[config.mk]
export PLATFORM = sky130hd
export DESIGN_NAME = maku_uart_rx
export DESIGN_NICKNAME = d
export VERILOG_FILES = /design/src/rtl/maku_uart_pkg.sv /design/src/rtl/maku_sync_fifo.sv /design/src/rtl/maku_uart_rx.sv
export SDC_FILE = /design/constraint.sdc
export NUM_CORES = 1
export LEC_CHECK = 0
export CORE_ASPECT_RATIO = 0.9
export CORE_MARGIN = 3
export CORE_UTILIZATION = 60
export CTS_CLUSTER_DIAMETER = 200
export DETAILED_ROUTE_END_ITERATION = 8
export PLACE_DENSITY = 0.79
export SLEW_MARGIN = 20
export SYNTH_ARGS = -nofsm -noshare
export SYNTH_HDL_FRONTEND = slang
export SYNTH_SLANG_ARGS = --single-unit
[constraint.sdc]
create_clock -name sys_clk_100mhz -period 6.92 [get_ports sys_clk_100mhz]
set_input_delay 1.73 -clock sys_clk_100mhz [delete_from_list [all_inputs] [get_ports sys_clk_100mhz]]
set_output_delay 1.73 -clock sys_clk_100mhz [all_outputs]
set_load 0.02 [all_outputs]
[src/rtl/maku_uart_pkg.sv]
// MAKu UART shared types and helpers.
// Receiver state encoding and baud divisor arithmetic.
`timescale 1ns/1ps
package maku_uart_pkg;

    localparam int UART_DATA_BITS = 8;

    typedef enum logic [2:0] {
        IDLE,
        START,
        DATA,
        STOP,
        WAIT_IDLE
    } rx_state_t;

    function automatic int calc_div(input int clk, input int baud, input int os);
        return (clk + (baud * os) / 2) / (baud * os);
    endfunction

endpackage

[src/rtl/maku_sync_fifo.sv]
// Synchronous FIFO with a registered first-word-fall-through head.
// Full accepts a push only when a pop happens in the same cycle.
`timescale 1ns/1ps
module maku_sync_fifo #(
    parameter int WIDTH = 8,
    parameter int DEPTH = 8
) (
    input  logic                       clk_i,
    input  logic                       rst_i,
    input  logic                       push_i,
    input  logic [WIDTH-1:0]           din_i,
    input  logic                       pop_i,
    output logic [WIDTH-1:0]           head_o,
    output logic                       empty_o,
    output logic                       overflow_o,
    output logic [$clog2(DEPTH+1)-1:0] count_o
);

    localparam int AW = $clog2(DEPTH);
    localparam int PW = AW + 1;

    logic [WIDTH-1:0] mem_q [DEPTH];
    logic [WIDTH-1:0] head_q;
    logic [PW-1:0]    wr_q;
    logic [PW-1:0]    rd_q;
    logic [PW-1:0]    rd_nxt;
    logic [PW-1:0]    cnt;
    logic             full;
    logic             push_ok;
    logic             pop_ok;

    assign full       = (wr_q[AW] != rd_q[AW]) &&
                        (wr_q[AW-1:0] == rd_q[AW-1:0]);
    assign empty_o    = (wr_q == rd_q);
    assign pop_ok     = pop_i && !empty_o;
    assign push_ok    = push_i && (!full || pop_ok);
    assign overflow_o = push_i && full && !pop_ok;
    assign rd_nxt     = rd_q + 1'b1;
    assign cnt        = wr_q - rd_q;
    assign count_o    = cnt;
    assign head_o     = head_q;

    always_ff @(posedge clk_i or posedge rst_i) begin
        if (rst_i) begin
            wr_q   <= '0;
            rd_q   <= '0;
            head_q <= '0;
        end else begin
            if (push_ok) wr_q <= wr_q + 1'b1;
            if (pop_ok)  rd_q <= rd_nxt;
            // Incoming byte becomes head when nothing older will remain
            if (push_ok && (empty_o || (pop_ok && cnt == PW'(1)))) begin
                head_q <= din_i;
            end else if (pop_ok) begin
                head_q <= mem_q[rd_nxt[AW-1:0]];
            end
        end
    end

    always_ff @(posedge clk_i) begin
        if (push_ok) mem_q[wr_q[AW-1:0]] <= din_i;
    end

endmodule

[src/rtl/maku_uart_rx.sv]
// MAKu peripheral UART receiver: 8N1 framing with oversampling,
// buffered bytes, level interrupt and sticky error flags.
`timescale 1ns/1ps
module maku_uart_rx
    import maku_uart_pkg::*;
#(
    parameter int CLK_FREQ_HZ = 100_000_000,
    parameter int BAUD_RATE   = 115_200,
    parameter int OVERSAMPLE  = 16,
    parameter int FIFO_DEPTH  = 8
) (
    input  logic                            sys_clk_100mhz,
    input  logic                            sys_rst,
    input  logic                            uart_rx,
    output logic [UART_DATA_BITS-1:0]       rx_data,
    output logic                            rx_valid,
    input  logic                            rx_ready,
    output logic                            rx_irq,
    output logic                            frame_err,
    output logic                            overrun_err,
    input  logic                            err_clr,
    output logic                            rx_busy,
    output logic [$clog2(FIFO_DEPTH+1)-1:0] fifo_count
);

    localparam int DIV = calc_div(CLK_FREQ_HZ, BAUD_RATE, OVERSAMPLE);
    localparam int TW  = $clog2(DIV + 1);
    localparam int SW  = $clog2(OVERSAMPLE);
    localparam int BW  = $clog2(UART_DATA_BITS);

    rx_state_t               state_q, state_d;
    logic [TW-1:0]           tick_q, tick_d;
    logic [SW-1:0]           s_q, s_d;
    logic [BW-1:0]           b_q, b_d;
    logic [UART_DATA_BITS-1:0] sh_q, sh_d;
    logic                    sync1_q, sync2_q, prev_q;
    logic                    ferr_q, ferr_d;
    logic                    oerr_q, oerr_d;
    logic                    line;
    logic                    tick;
    logic                    push;
    logic                    ferr_set;
    logic                    overflow;
    logic                    empty;

    assign line = sync2_q;
    assign tick = (state_q != IDLE) && (tick_q == TW'(DIV - 1));

    always_comb begin
        state_d  = state_q;
        s_d      = s_q;
        b_d      = b_q;
        sh_d     = sh_q;
        push     = 1'b0;
        ferr_set = 1'b0;
        tick_d   = (state_q == IDLE || tick) ? '0 : tick_q + 1'b1;
        unique case (state_q)
            IDLE: begin
                if (prev_q && !line) begin
                    state_d = START;
                    s_d     = '0;
                end
            end
            START: begin
                if (tick) begin
                    if (s_q == SW'(OVERSAMPLE / 2 - 1)) begin
                        s_d     = '0;
                        b_d     = '0;
                        state_d = line ? IDLE : DATA;
                    end else begin
                        s_d = s_q + 1'b1;
                    end
                end
            end
            DATA: begin
                if (tick) begin
                    if (s_q == SW'(OVERSAMPLE - 1)) begin
                        s_d  = '0;
                        sh_d = {line, sh_q[UART_DATA_BITS-1:1]};
                        b_d  = b_q + 1'b1;
                        if (b_q == BW'(UART_DATA_BITS - 1)) state_d = STOP;
                    end else begin
                        s_d = s_q + 1'b1;
                    end
                end
            end
            STOP: begin
                if (tick) begin
                    if (s_q == SW'(OVERSAMPLE - 1)) begin
                        s_d = '0;
                        if (line) begin
                            push    = 1'b1;
                            state_d = IDLE;
                        end else begin
                            ferr_set = 1'b1;
                            state_d  = WAIT_IDLE;
                        end
                    end else begin
                        s_d = s_q + 1'b1;
                    end
                end
            end
            WAIT_IDLE: begin
                if (line) state_d = IDLE;
            end
            default: state_d = IDLE;
        endcase
    end

    // A new error in the same cycle as err_clr wins
    assign ferr_d = ferr_set || (ferr_q && !err_clr);
    assign oerr_d = overflow || (oerr_q && !err_clr);

    always_ff @(posedge sys_clk_100mhz or posedge sys_rst) begin
        if (sys_rst) begin
            sync1_q <= 1'b1;
            sync2_q <= 1'b1;
            prev_q  <= 1'b1;
            state_q <= IDLE;
            tick_q  <= '0;
            s_q     <= '0;
            b_q     <= '0;
            sh_q    <= '0;
            ferr_q  <= 1'b0;
            oerr_q  <= 1'b0;
        end else begin
            sync1_q <= uart_rx;
            sync2_q <= sync1_q;
            prev_q  <= sync2_q;
            state_q <= state_d;
            tick_q  <= tick_d;
            s_q     <= s_d;
            b_q     <= b_d;
            sh_q    <= sh_d;
            ferr_q  <= ferr_d;
            oerr_q  <= oerr_d;
        end
    end

    maku_sync_fifo #(
        .WIDTH(UART_DATA_BITS),
        .DEPTH(FIFO_DEPTH)
    ) u_fifo (
        .clk_i      (sys_clk_100mhz),
        .rst_i      (sys_rst),
        .push_i     (push),
        .din_i      (sh_d),
        .pop_i      (rx_ready),
        .head_o     (rx_data),
        .empty_o    (empty),
        .overflow_o (overflow),
        .count_o    (fifo_count)
    );

    assign rx_valid    = !empty;
    assign rx_irq      = rx_valid;
    assign frame_err   = ferr_q;
    assign overrun_err = oerr_q;
    assign rx_busy     = (state_q != IDLE);

endmodule

# After elaboration in Yosys (flattened, before gate mapping)
# Memory sizes are Yosys's and may differ from the RTL's.
# Cells that the tools add are included.
[classes]
add_sub_neg = 6
n_eq_ne = 22
muxes = 39
reduce_logical = 30
[op_table]
columns = ["op", "n"]
rows = [
  ["$mux W3", 14],
  ["$mux W8", 5],
  ["$mux W4", 5],
  ["$ne A2 B2 Y1 const B", 8],
  ["$pmux W3 S5", 1],
  ["$add A4 B1 Y4 const B", 3],
  ["$pmux W4 S3", 1],
  ["$logic_and A1 B1 Y1", 11],
  ["$mux W1", 10],
  ["$reduce_and A9 Y1", 1],
  ["$add A6 B1 Y6 const B", 1],
  ["$eq A3 B2 Y1 const B", 2],
  ["$eq A3 B3 Y1 const B", 2],
  ["$eq A6 B6 Y1 const B", 1],
  ["$mux W6", 1],
  ["$pmux W3 S2", 1],
  ["$reduce_bool A3 Y1", 2],
  ["$logic_not A1 Y1", 5],
  ["$logic_or A1 B1 Y1", 5],
  ["$reduce_and A5 Y1", 1],
  ["$eq A4 B1 Y1 const B", 1],
  ["$eq A4 B3 Y1 const B", 1],
  ["$eq A4 B4 Y1", 1],
  ["$eq A4 B4 Y1 const B", 1],
  ["11 further kinds", 13],
]
[word_totals]
reg_bits = 45
ramBits = 64
inputBits = 5
out_inout_bits = 17
mem_count = 1
[memory_table]
columns = ["memory", "depth", "width", "read_ports", "rd_ports_with_merged_regs", "write_ports", "line", "rtl"]
rows = [
  ["u_fifo.mem_q", 8, 8, 1, 0, 1, "maku_sync_fifo.sv:22", "logic [WIDTH-1:0] mem_q [DEPTH];"],
]

# Logic depth before layout (Yosys ltp)
# Gate-level depths: netlist of run 1.
[logic_depth]
word_depth = 7
depth_mapped = 7
mapped_depth_nobuf = 7

# Hierarchy
# From an unflattened synthesis of run 1, not the netlist that was laid out.
[hier_totals]
cells_unflattened = 317
area_unflattened_um2 = 4898.4
[modules_own_cells]
columns = ["mod", "instances", "cells_per_inst", "area_per_inst_um2", "seq_area_each_um2"]
rows = [
  ["maku_sync_fifo", 1, 192, 3483.3, 2322.2],
  ["maku_uart_rx", 1, 125, 1415.1, 729.4],
]

# Worst setup path after synthesis of run 1
# OpenSTA, ideal clock, no wires.
[synth_timing]
path_kind = "register to output"
startpoint = "register u_fifo.rd_q[2]"
endpoint = "output port fifo_count[3]"
arrival_ns = 1.543
required_time_ns = 5.190
setup_slack_ns = 3.647
path_stages_with_launch = 6
n_path_buf = 0
cell_sequence = "dfrtp_1 -> inv_1 -> ha_1 -> nor2b_1 -> a221oi_1 -> xnor2_1"
[synth_between]
elab_chain_cells = 1
[synth_rtl]
columns = ["item", "line", "rtl"]
rows = [
  ["start, declared", "maku_sync_fifo.sv:25", "logic [PW-1:0] rd_q;"],
  ["start signal, assigned", "maku_sync_fifo.sv:50", "if (pop_ok) rd_q <= rd_nxt;"],
  ["$sub A4 B4 Y4", "maku_sync_fifo.sv:39", "assign cnt = wr_q - rd_q;"],
  ["end, declared", "maku_uart_rx.sv:23", "output logic [$clog2(FIFO_DEPTH+1)-1:0] fifo_count"],
]
# No other way between the ends.

# Worst setup path in the final report of run 1
# Ends and elaborated chain as after synthesis.

==> run_results.csv, run 1 <==
group,metric,value,unit
clocking,clock-root-buffer,"clkbuf_8",
clocking,cts_hold_buf,0,
floorplan,fp.dieArea,8940,um2
detailed_routing,num_vias,2521,
detailed_routing,vias_per_cell,5.74,
yosys,ys_types,47,
timing,maxSlewViolCount,0,
final_layout,antenna_cells,0,
timing,fmax,0.232,GHz
status,status,"complete, no violations",
yosys,yosysWarnings,0,
yosys,synth.avg_cell_area,14.9,um2
worst_setup_path,cpPeakStageDelay,0.68,ns
clocking,cts_buffers,9,
run,drv_cap,0,
power,power_frac_seq,0.438,
worst_setup_path,critical_path_required,5.19,ns
timing,fin_tns_setup,0,ns
floorplan,core-area,7330,um2
power,p_int,1.23,mW
detailed_routing,ant_nets,0,
power,p_per_area,351,nW/um2
floorplan,num_rows,29,
yosys,async_flop_share,0.413,
final_layout,final_layout_size_suffix_gt1_frac,0.173,
final_layout,final_cells,439,
global_routing,track_usage,0.194,
power,power,1.83,mW
clocking,htree_levels,3,
place,dp_hpwl,5.61,mm
power,power_switching_share,0.328,
yosys,ys_seq_area_frac,0.649,
floorplan,ios,22,
yosys,yosysTopAreaCellShare,0.409,
floorplan,dieHeight,90.0,um
place,placedCellCount,423,
place,gp_congestion,0.824,
yosys,synth.area.top_cells,"edfxtp_1, dfrtp_1, mux4_2, mux2_2, ha_1",
power,vdd_drop_max,0.232,mV
worst_setup_path,critPathKind,"flip-flop to output pin",
worst_setup_path,path_max_fanout,4,
yosys,syn_inst,316,
timing,setup_violations,0,
final_layout,syn_to_final_growth,11.0,%
global_routing,overflow,0,
worst_setup_path,crit_path_cell_trace,"inv_1 > ha_1 > nor2b_1 > a221oi_1 > xnor2_1 > clkdlybuf4s50_1",
timing,hold_viol,0,
yosys,synth_edf_count,64,
worst_setup_path,worstSetupStartpointType,"flip-flop",
worst_setup_path,critical_path_buf_inv_count,2,
floorplan,initial_core_util,0.642,
timing,slew_headroom,0.247,
clocking,cts_resized,0,
worst_setup_path,endpoint_kind,"output pin",
clocking,clkLatencyLatePin,0.37,ns
global_routing,grt_pass1_wl,13.2,mm
power,switchingPower,600,uW
worst_setup_path,critPathTopFamily,"buffers and inverters",
power,power_leakage,2.05,nW
yosys,ys_seq_elements,109,
timing,min_period_over_period,0.622,
detailed_routing,drc,0,
place,numPortBuffers,21,
clocking,clk_pin_slew_worst_paths,0.10,ns
clocking,cts_buffer_depth,2,
yosys,yosys.area.top_type,"edfxtp_1",
floorplan,dieWidth,99.3,um
timing,finalCriticalPeriod,4.30,ns
detailed_routing,wl_per_cell,18.1,um
worst_setup_path,reg2regPathDepth,7,
global_routing,antenna_found_initial,0,
worst_setup_path,crit_arrival,2.57,ns
timing,finClkSkew,0.0136,ns
worst_setup_path,r2r_end,"u_fifo.head_o[3]$_DFFE_PP0P_",
power,p_comb_frac,0.350,
hold_path,worstHoldPathType,"flip-flop to flip-flop",
yosys,synth_nets,332,
final_layout,final_area,5220,um2
yosys,synthesis.area,4700,um2
worst_setup_path,r2r_setup_slack,4.20,ns
hold_path,hold_end,"line$_DFF_PP1_",
detailed_routing,first_pass_iters,4,
timing,rsz0062_at_grt,"false",
hold_path,worstHoldPathCells,0,
clocking,cts_setup_buffers,0,
detailed_routing,wl,7.94,mm
hold_path,hold_start,"sync1_q$_DFF_PP1_",
place,postPlaceCellArea,5000,um2
global_routing,grt_max_degree,46,
global_routing,grt_pass1_vias,2583,
yosys,synth_flop_cell,"edfxtp_1",
worst_setup_path,r2r_start,"u_fifo.rd_q[0]$_DFFE_PP0P_",
yosys,synthTopCellsByCount,"edfxtp_1, dfrtp_1, nand2_1",
detailed_routing,drt_iter0_drc,114,
yosys,synthMostInstantiatedCell,"edfxtp_1",
clocking,cts_tree,"built",
worst_setup_path,crit_slowest_cell,"clkdlybuf4s50_1",
timing,worstMarginPinSlew,1.13,ns
final_layout,fin_nets,357,
clocking,cts_num_sinks,109,
power,p_clk_frac,0.211,
[per-stage QoR]
step	setup slack (ns)	utilization	hold WS (ns)
after floorplan	3.65	-	0.345
after global placement	2.93	0.683	0.346
after detailed placement	2.77	0.683	0.349
after CTS	2.60	0.710	0.364
after global routing	2.50	0.712	0.372
final	2.62	0.712	0.362
[per-layer routing]
layer	vias to the layer above	track usage	wire, um
met3	7	0.0596	422
met5	-	0	0
li1	1231	-	-
met1	1232	0.262	3500
met4	0	0.0557	51
met2	51	0.307	3970
[power groups by stage]
stage	registers (mW)	clock network, mW	logic (mW)
2_1_floorplan	0.824	0	0.445
3_3_place_gp	0.814	0	0.624
3_5_place_dp	0.816	0	0.644
4_1_cts	0.803	0.397	0.645
5_1_grt	0.813	0.419	0.693
6_report	0.802	0.386	0.641
[worst max-delay path by stage]
stage,from,end,slack [ns],depth (start not counted)
4_1_cts,u_fifo.rd_q[2]$_DFFE_PP0P_,fifo_count[3],2.60,6
6_report,u_fifo.rd_q[2]$_DFFE_PP0P_,fifo_count[3],2.62,6
3_3_place_gp,rx_ready,u_fifo.mem_q[0][1]$_DFFE_PP_,2.93,4
5_1_grt,u_fifo.rd_q[0]$_DFFE_PP0P_,fifo_count[3],2.50,6
2_1_floorplan,u_fifo.rd_q[2]$_DFFE_PP0P_,fifo_count[3],3.65,5
3_5_place_dp,rx_ready,u_fifo.mem_q[4][2]$_DFFE_PP_,2.77,5
[sequential cells by signal, summed over array words and instances, names as in the netlist]
signal and cells:
u_fifo.mem_q 64, sh_q 8, u_fifo.head_o 8, tick_q 6, s_q 4, u_fifo.rd_q 4, u_fifo.wr_q 4, b_q 3
state_q 3, frame_err 1, line 1, overrun_err 1, prev_q 1, sync1_q 1
[final cells by class]
class	instances	area, um2
Clock buffer	9	124
Clock inverter	7	80.1
Fill cell	497	2110
Inverter	11	41.3
Multi-Input combinational cell	187	1580
Sequential cell	109	3050
Tap cell	93	116
Timing Repair Buffer	23	225
[kinds of logic after synthesis]
family,count (synthesis),share of synthesized area
buffers and inverters,20,0.0173
and+or+nand+nor,84,0.0899
DFF,109,0.649
muxes,41,0.134
AOI/OAI and AO/OA,36,0.0506
xor gates and xnor gates,15,0.0279
adders and majority gates,11,0.0309
[cell usage in the layout (no fill, tap or decap), drive strengths merged, types with 3 or more instances in the layout]
master	count
o21ai	19
nand2	28
xor2	5
mux4	16
dfstp	3
clkdlybuf4s50	21
xnor2	10
nor2b	5
ha	10
nor3b	3
edfxtp	64
inv	14
nand2b	4
clkbuf	9
nand3	7
nor3	3
nor2	19
mux2	17
mux2i	8
a21oi	3
nand4	4
dfrtp	42
(Power assumes the default switching activity.)
==> run 2, diff against run 1 <==
CORE_UTILIZATION = 54   (was 60)
PLACE_DENSITY = 0.75   (was 0.79)
clock period = 3.74 ns   (was 6.92 ns; I/O delays follow)
==> run_results.csv, run 2 (synthesis results as in run 1) <==
group,metric,value,unit
floorplan,fp.dieArea,9860,um2
power,p_int,2.27,mW
power,power_switching_share,0.326,
worst_setup_path,endpoint_kind,"output pin",
final_layout,fin_nets,359,
power,switchingPower,1.10,mW
place,numPortBuffers,21,
place,gp_congestion,0.832,
worst_setup_path,critPathKind,"flip-flop to output pin",
detailed_routing,ant_nets,0,
floorplan,ios,22,
clocking,cts_num_sinks,109,
power,power_leakage,2.05,nW
final_layout,mostFrequentLayoutCell,"edfxtp_1",
floorplan,initial_core_util,0.569,
power,p_clk_frac,0.211,
clocking,clkLatencyLatePin,0.35,ns
clocking,cts_hold_buf,0,
global_routing,track_usage,0.177,
global_routing,antenna_found_initial,0,
run,drv_cap,0,
worst_setup_path,r2r_setup_slack,1.10,ns
timing,finalCriticalPeriod,3.57,ns
final_layout,n_fill_cell,620,
power,vdd_drop_max,0.421,mV
timing,rsz0062_at_grt,"false",
detailed_routing,first_pass_iters,4,
timing,fin_tns_setup,0,ns
clocking,htree_levels,3,
clocking,clock-root-buffer,"clkbuf_8",
hold_path,hold_start,"sync1_q$_DFF_PP1_",
clocking,cts_resized,0,
worst_setup_path,r2r_start,"u_fifo.wr_q[0]$_DFFE_PP0P_",
detailed_routing,drt_iter0_drc,76,
detailed_routing,num_vias,2546,
global_routing,grt_pass1_vias,2603,
worst_setup_path,worstSetupStartpointType,"flip-flop",
clocking,cts_buffers,9,
worst_setup_path,startpoint,"u_fifo.rd_q[2]$_DFFE_PP0P_",
timing,hold_viol,0,
worst_setup_path,crit_arrival,2.63,ns
global_routing,grt_pass1_wl,13.6,mm
clocking,cts_buffer_depth,2,
final_layout,antenna_cells,0,
final_layout,final_layout_size_suffix_gt1_frac,0.175,
floorplan,num_rows,31,
worst_setup_path,critical_path_required,2.80,ns
global_routing,overflow,0,
final_layout,final_cell_mix,"edfxtp_1, dfrtp_1, nand2_1, clkdlybuf4s50_1, nor2_1",
floorplan,core-area,8260,um2
power,power_frac_seq,0.441,
timing,finClkSkew,0.0155,ns
timing,min_period_over_period,0.953,
timing,slew_headroom,0.321,
detailed_routing,drc,0,
worst_setup_path,path_max_fanout,4,
timing,setup_violations,0,
final_layout,syn_to_final_growth,11.8,%
timing,fmax,0.280,GHz
status,status,"complete, no violations",
clocking,clk_pin_slew_worst_paths,0.10,ns
power,p_comb_frac,0.348,
detailed_routing,wl_per_cell,16.6,um
final_layout,fin_util,0.636,
floorplan,dieWidth,104,um
detailed_routing,vias_per_cell,5.50,
timing,worstMarginPinSlew,1.01,ns
hold_path,worstHoldPathType,"flip-flop to flip-flop",
place,dp_hpwl,5.54,mm
clocking,cts_tree,"built",
final_layout,largest_register_ffs,64,
global_routing,grt_max_degree,46,
floorplan,dieHeight,94.5,um
timing,maxSlewViolCount,0,
detailed_routing,wl,7.68,mm
power,p_per_area,641,nW/um2
clocking,cts_setup_buffers,0,
## run 2: changes by cell type in the layout (fill, tap and decap cells not counted), sizes merged
cell      before  now
buf            2    4
inv           14   13
clkinvlp       1    2
## run 2: critical path, stage by stage (launching register included)
cell and delay [ns]:
dfrtp_1 0.44, inv_1 0.08, ha_1 0.36, nor2b_1 0.16, a221oi_1 0.32, xnor2_1 0.24
clkdlybuf4s50_1 0.67
## run 2: cell type report
cell class / count / area [um2] / share of cell area
clock inverter: 7 / 82.6 / 0.0157
tap: 115 / 144 / 0.0274
multi-input combinational: 187 / 1570 / 0.299
clock buffer: 9 / 124 / 0.0236
sequential: 109 / 3050 / 0.581
timing repair buffer: 25 / 240 / 0.0457
inverter: 11 / 41.3 / 0.00786
## run 2: power groups by stage
stage / Combinational [mW] / Sequential (mW) / Clock [mW]
final: 1.17 / 1.49 / 0.712
after global routing: 1.28 / 1.51 / 0.791
after CTS: 1.18 / 1.49 / 0.737
after detailed placement: 1.18 / 1.51 / 0
after global placement: 1.14 / 1.51 / 0
after floorplan: 0.823 / 1.52 / 0
## run 2: path summary, 6_finish.rpt
path                                                     end  depth (start not counted)
worst max-delay path                           fifo_count[3]                          6
worst min-delay path                          line$_DFF_PP1_                          0
worst max register to register  u_fifo.mem_q[6][3]$_DFFE_PP_                          7
worst min register to register                line$_DFF_PP1_                          0
max in group asynchronous       u_fifo.head_o[1]$_DFFE_PP0P_                          2
min in group asynchronous                  sh_q[6]$_DFF_PP0_                          2
## run 2: per-stage QoR
step           cells  instance area [um2]  power (mW)  hold slack [ns]  setup WS [ns]
3_5_place_dp     447                 5050        2.69            0.347          0.563
5_1_grt          463                 5260        3.58            0.366         0.0506
3_3_place_gp     447                 5050        2.65            0.347          0.673
4_1_cts          463                 5250        3.40            0.361          0.144
6_report         463                 5260        3.37            0.360          0.175
2_1_floorplan    316                 4700        2.35            0.345           1.20
## run 2: layer usage
| layer | up-vias | part of all wire | GRT usage |
|---|---|---|---|
| li1 | 1236 | - | - |
| met1 | 1267 | 0.48 | 0.246 |
| met2 | 39 | 0.48 | 0.278 |
| met3 | 4 | 0.029 | 0.0485 |
| met4 | 0 | 0.0090 | 0.0476 |
| met5 | - | 0 | 0 |
==> run 3, diff against run 2 <==
CELL_PAD_IN_SITES_DETAIL_PLACEMENT = 1   (was unset)
CELL_PAD_IN_SITES_GLOBAL_PLACEMENT = 1   (was unset)
CORE_UTILIZATION = 46   (was 54)
PLACE_DENSITY = unset   (was 0.75)
PLACE_DENSITY_LB_ADDON = 0.1   (was unset)
==> run_results.csv, run 3 (synthesis results as in run 1) <==
group,metric,value,unit
worst_setup_path,worstSetupStartpointType,"flip-flop",
timing,hold_viol,0,
floorplan,dieHeight,102,um
power,vdd_drop_max,0.557,mV
final_layout,final_layout_size_suffix_gt1_frac,0.181,
clocking,cts_buffer_depth,2,
detailed_routing,num_vias,2646,
global_routing,grt_pass1_vias,2855,
final_layout,final_cell_mix,"edfxtp_1, dfrtp_1, nand2_1, clkdlybuf4s50_1, nor2_1",
clocking,cts_hold_buf,0,
hold_path,hold_start,"sync1_q$_DFF_PP1_",
floorplan,fp.dieArea,11500,um2
floorplan,core-area,9830,um2
timing,setup_ws,0.183,ns
final_layout,fin_nets,365,
clocking,clk_pin_slew_worst_paths,0.07,ns
final_layout,final_cells,480,
detailed_routing,route.met3.wl,280,um
global_routing,grt_pass1_wl,15.6,mm
status,status,"complete, no violations",
timing,setup_violations,0,
detailed_routing,vias_per_cell,5.51,
clocking,cts_tree,"built",
timing,fmax,0.281,GHz
place,post-place-ws,0.562,ns
worst_setup_path,cpPeakStageDelay,0.67,ns
floorplan,initial_core_util,0.478,
power,power_leakage,2.11,nW
timing,fin_tns_setup,0,ns
timing,finClkSkew,0.00702,ns
worst_setup_path,critPathKind,"flip-flop to output pin",
final_layout,mostFrequentLayoutCell,"edfxtp_1",
place,numPortBuffers,21,
worst_setup_path,reg2regPathDepth,7,
place,dp_hpwl,6.64,mm
detailed_routing,ant_nets,0,
global_routing,grt_max_degree,46,
detailed_routing,wl,9.50,mm
worst_setup_path,crit_slowest_cell,"clkdlybuf4s50_1",
clocking,clkLatencyLatePin,0.35,ns
timing,maxSlewViolCount,0,
clocking,htree_levels,3,
timing,finalCriticalPeriod,3.56,ns
detailed_routing,first_pass_iters,5,
floorplan,num_rows,34,
clocking,cts_setup_buffers,0,
place,gp_congestion,0.779,
global_routing,antenna_found_initial,0,
hold_path,hold_end,"line$_DFF_PP1_",
worst_setup_path,endpoint_kind,"output pin",
detailed_routing,met1_length,4.53,mm
clocking,cts_num_sinks,109,
worst_setup_path,crit_path_cell_trace,"inv_1 > ha_1 > nor2b_1 > a221oi_1 > xnor2_1 > clkdlybuf4s50_1",
worst_setup_path,crit_arrival,2.62,ns
final_layout,largest_register_ffs,64,
final_layout,fin_util,0.547,
global_routing,overflow,0,
power,p_per_area,664,nW/um2
timing,worstMarginPinSlew,0.820,ns
timing,slew_headroom,0.454,
worst_setup_path,r2r_setup_slack,1.08,ns
final_layout,syn_to_final_growth,14.3,%
run,drv_cap,0,
floorplan,dieWidth,113,um
floorplan,ios,22,
worst_setup_path,r2r_start,"u_fifo.wr_q[0]$_DFFE_PP0P_",
timing,min_period_over_period,0.951,
detailed_routing,highest_layer,"met4",
worst_setup_path,r2r_end,"u_fifo.head_o[4]$_DFFE_PP0P_",
clocking,cts_buffers,9,
worst_setup_path,critical_path_required,2.80,ns
worst_setup_path,path_max_fanout,4,
detailed_routing,drc,0,
detailed_routing,drt_iter0_drc,136,
hold_path,worstHoldPathType,"flip-flop to flip-flop",
global_routing,track_usage,0.180,
final_layout,antenna_cells,0,
place,placedCellCount,464,
detailed_routing,wl_per_cell,19.8,um
clocking,cts_resized,0,
hold_path,worstHoldPathCells,0,
detailed_routing,dr_wl_met2,4.58,mm
clocking,clock-root-buffer,"clkbuf_16",
timing,rsz0062_at_grt,"false",
==> run 3: changes by cell type in the layout (fill, tap and decap cells not counted), sizes merged <==
cell,previous run,this run
buf,4,10
inv,13,10
clkinv,2,4
bufinv,1,0
clkbuf,9,10
clkinvlp,2,3
==> run 3: worst max-delay path by stage <==
stage / startpoint / endpoint / depth (start not counted)
global route: u_fifo.rd_q[2]$_DFFE_PP0P_ / fifo_count[3] / 6
global placement: u_fifo.rd_q[2]$_DFFE_PP0P_ / fifo_count[3] / 6
CTS: u_fifo.rd_q[2]$_DFFE_PP0P_ / fifo_count[3] / 6
detailed placement: u_fifo.rd_q[2]$_DFFE_PP0P_ / fifo_count[3] / 6
finish: u_fifo.rd_q[2]$_DFFE_PP0P_ / fifo_count[3] / 6
floorplan: u_fifo.wr_q[0]$_DFFE_PP0P_ / u_fifo.head_o[0]$_DFFE_PP0P_ / 7
==> run 3: area by class of cell <==
type                            instances  area (um2)
Fill cell                             959        4450
Sequential cell                       109        3050
Multi-Input combinational cell        187        1570
Timing Repair Buffer                   31         285
Clock buffer                           10         229
Tap cell                              126         158
Inverter                               11        42.5
Clock inverter                          6        40.0
==> run 3: critical path, delay by kind of cell (launching register included) <==
family / cells / cell delay (ns)
compound gates: 1 / 0.36
xor+xnor: 1 / 0.25
fa+ha+maj: 1 / 0.35
buf+inv: 2 / 0.74
flops: 1 / 0.41
simple gates: 1 / 0.16
==> run 3: stage by stage <==
stage	total power [mW]	area [um2]	hold slack, ns
2_1_floorplan	2.35	4700	0.345
3_3_place_gp	2.71	5100	0.358
3_5_place_dp	2.74	5100	0.359
4_1_cts	3.61	5370	0.366
5_1_grt	3.78	5380	0.366
6_report	3.57	5380	0.366
==> run 3: power by group <==
part | switching, mW | leakage [nW] | internal (mW)
sequential | 0.110 | 1.22 | 1.38
clock | 0.421 | 0.122 | 0.450
combinational | 0.618 | 0.761 | 0.590
total | 1.15 | 2.11 | 2.42
==> run 3: per-layer routing <==
layer  vias to the layer above  track usage
met3                         8       0.0444
met2                        31        0.291
met1                      1358        0.245
met5                         -            0
li1                       1249            -
met4                         0       0.0527
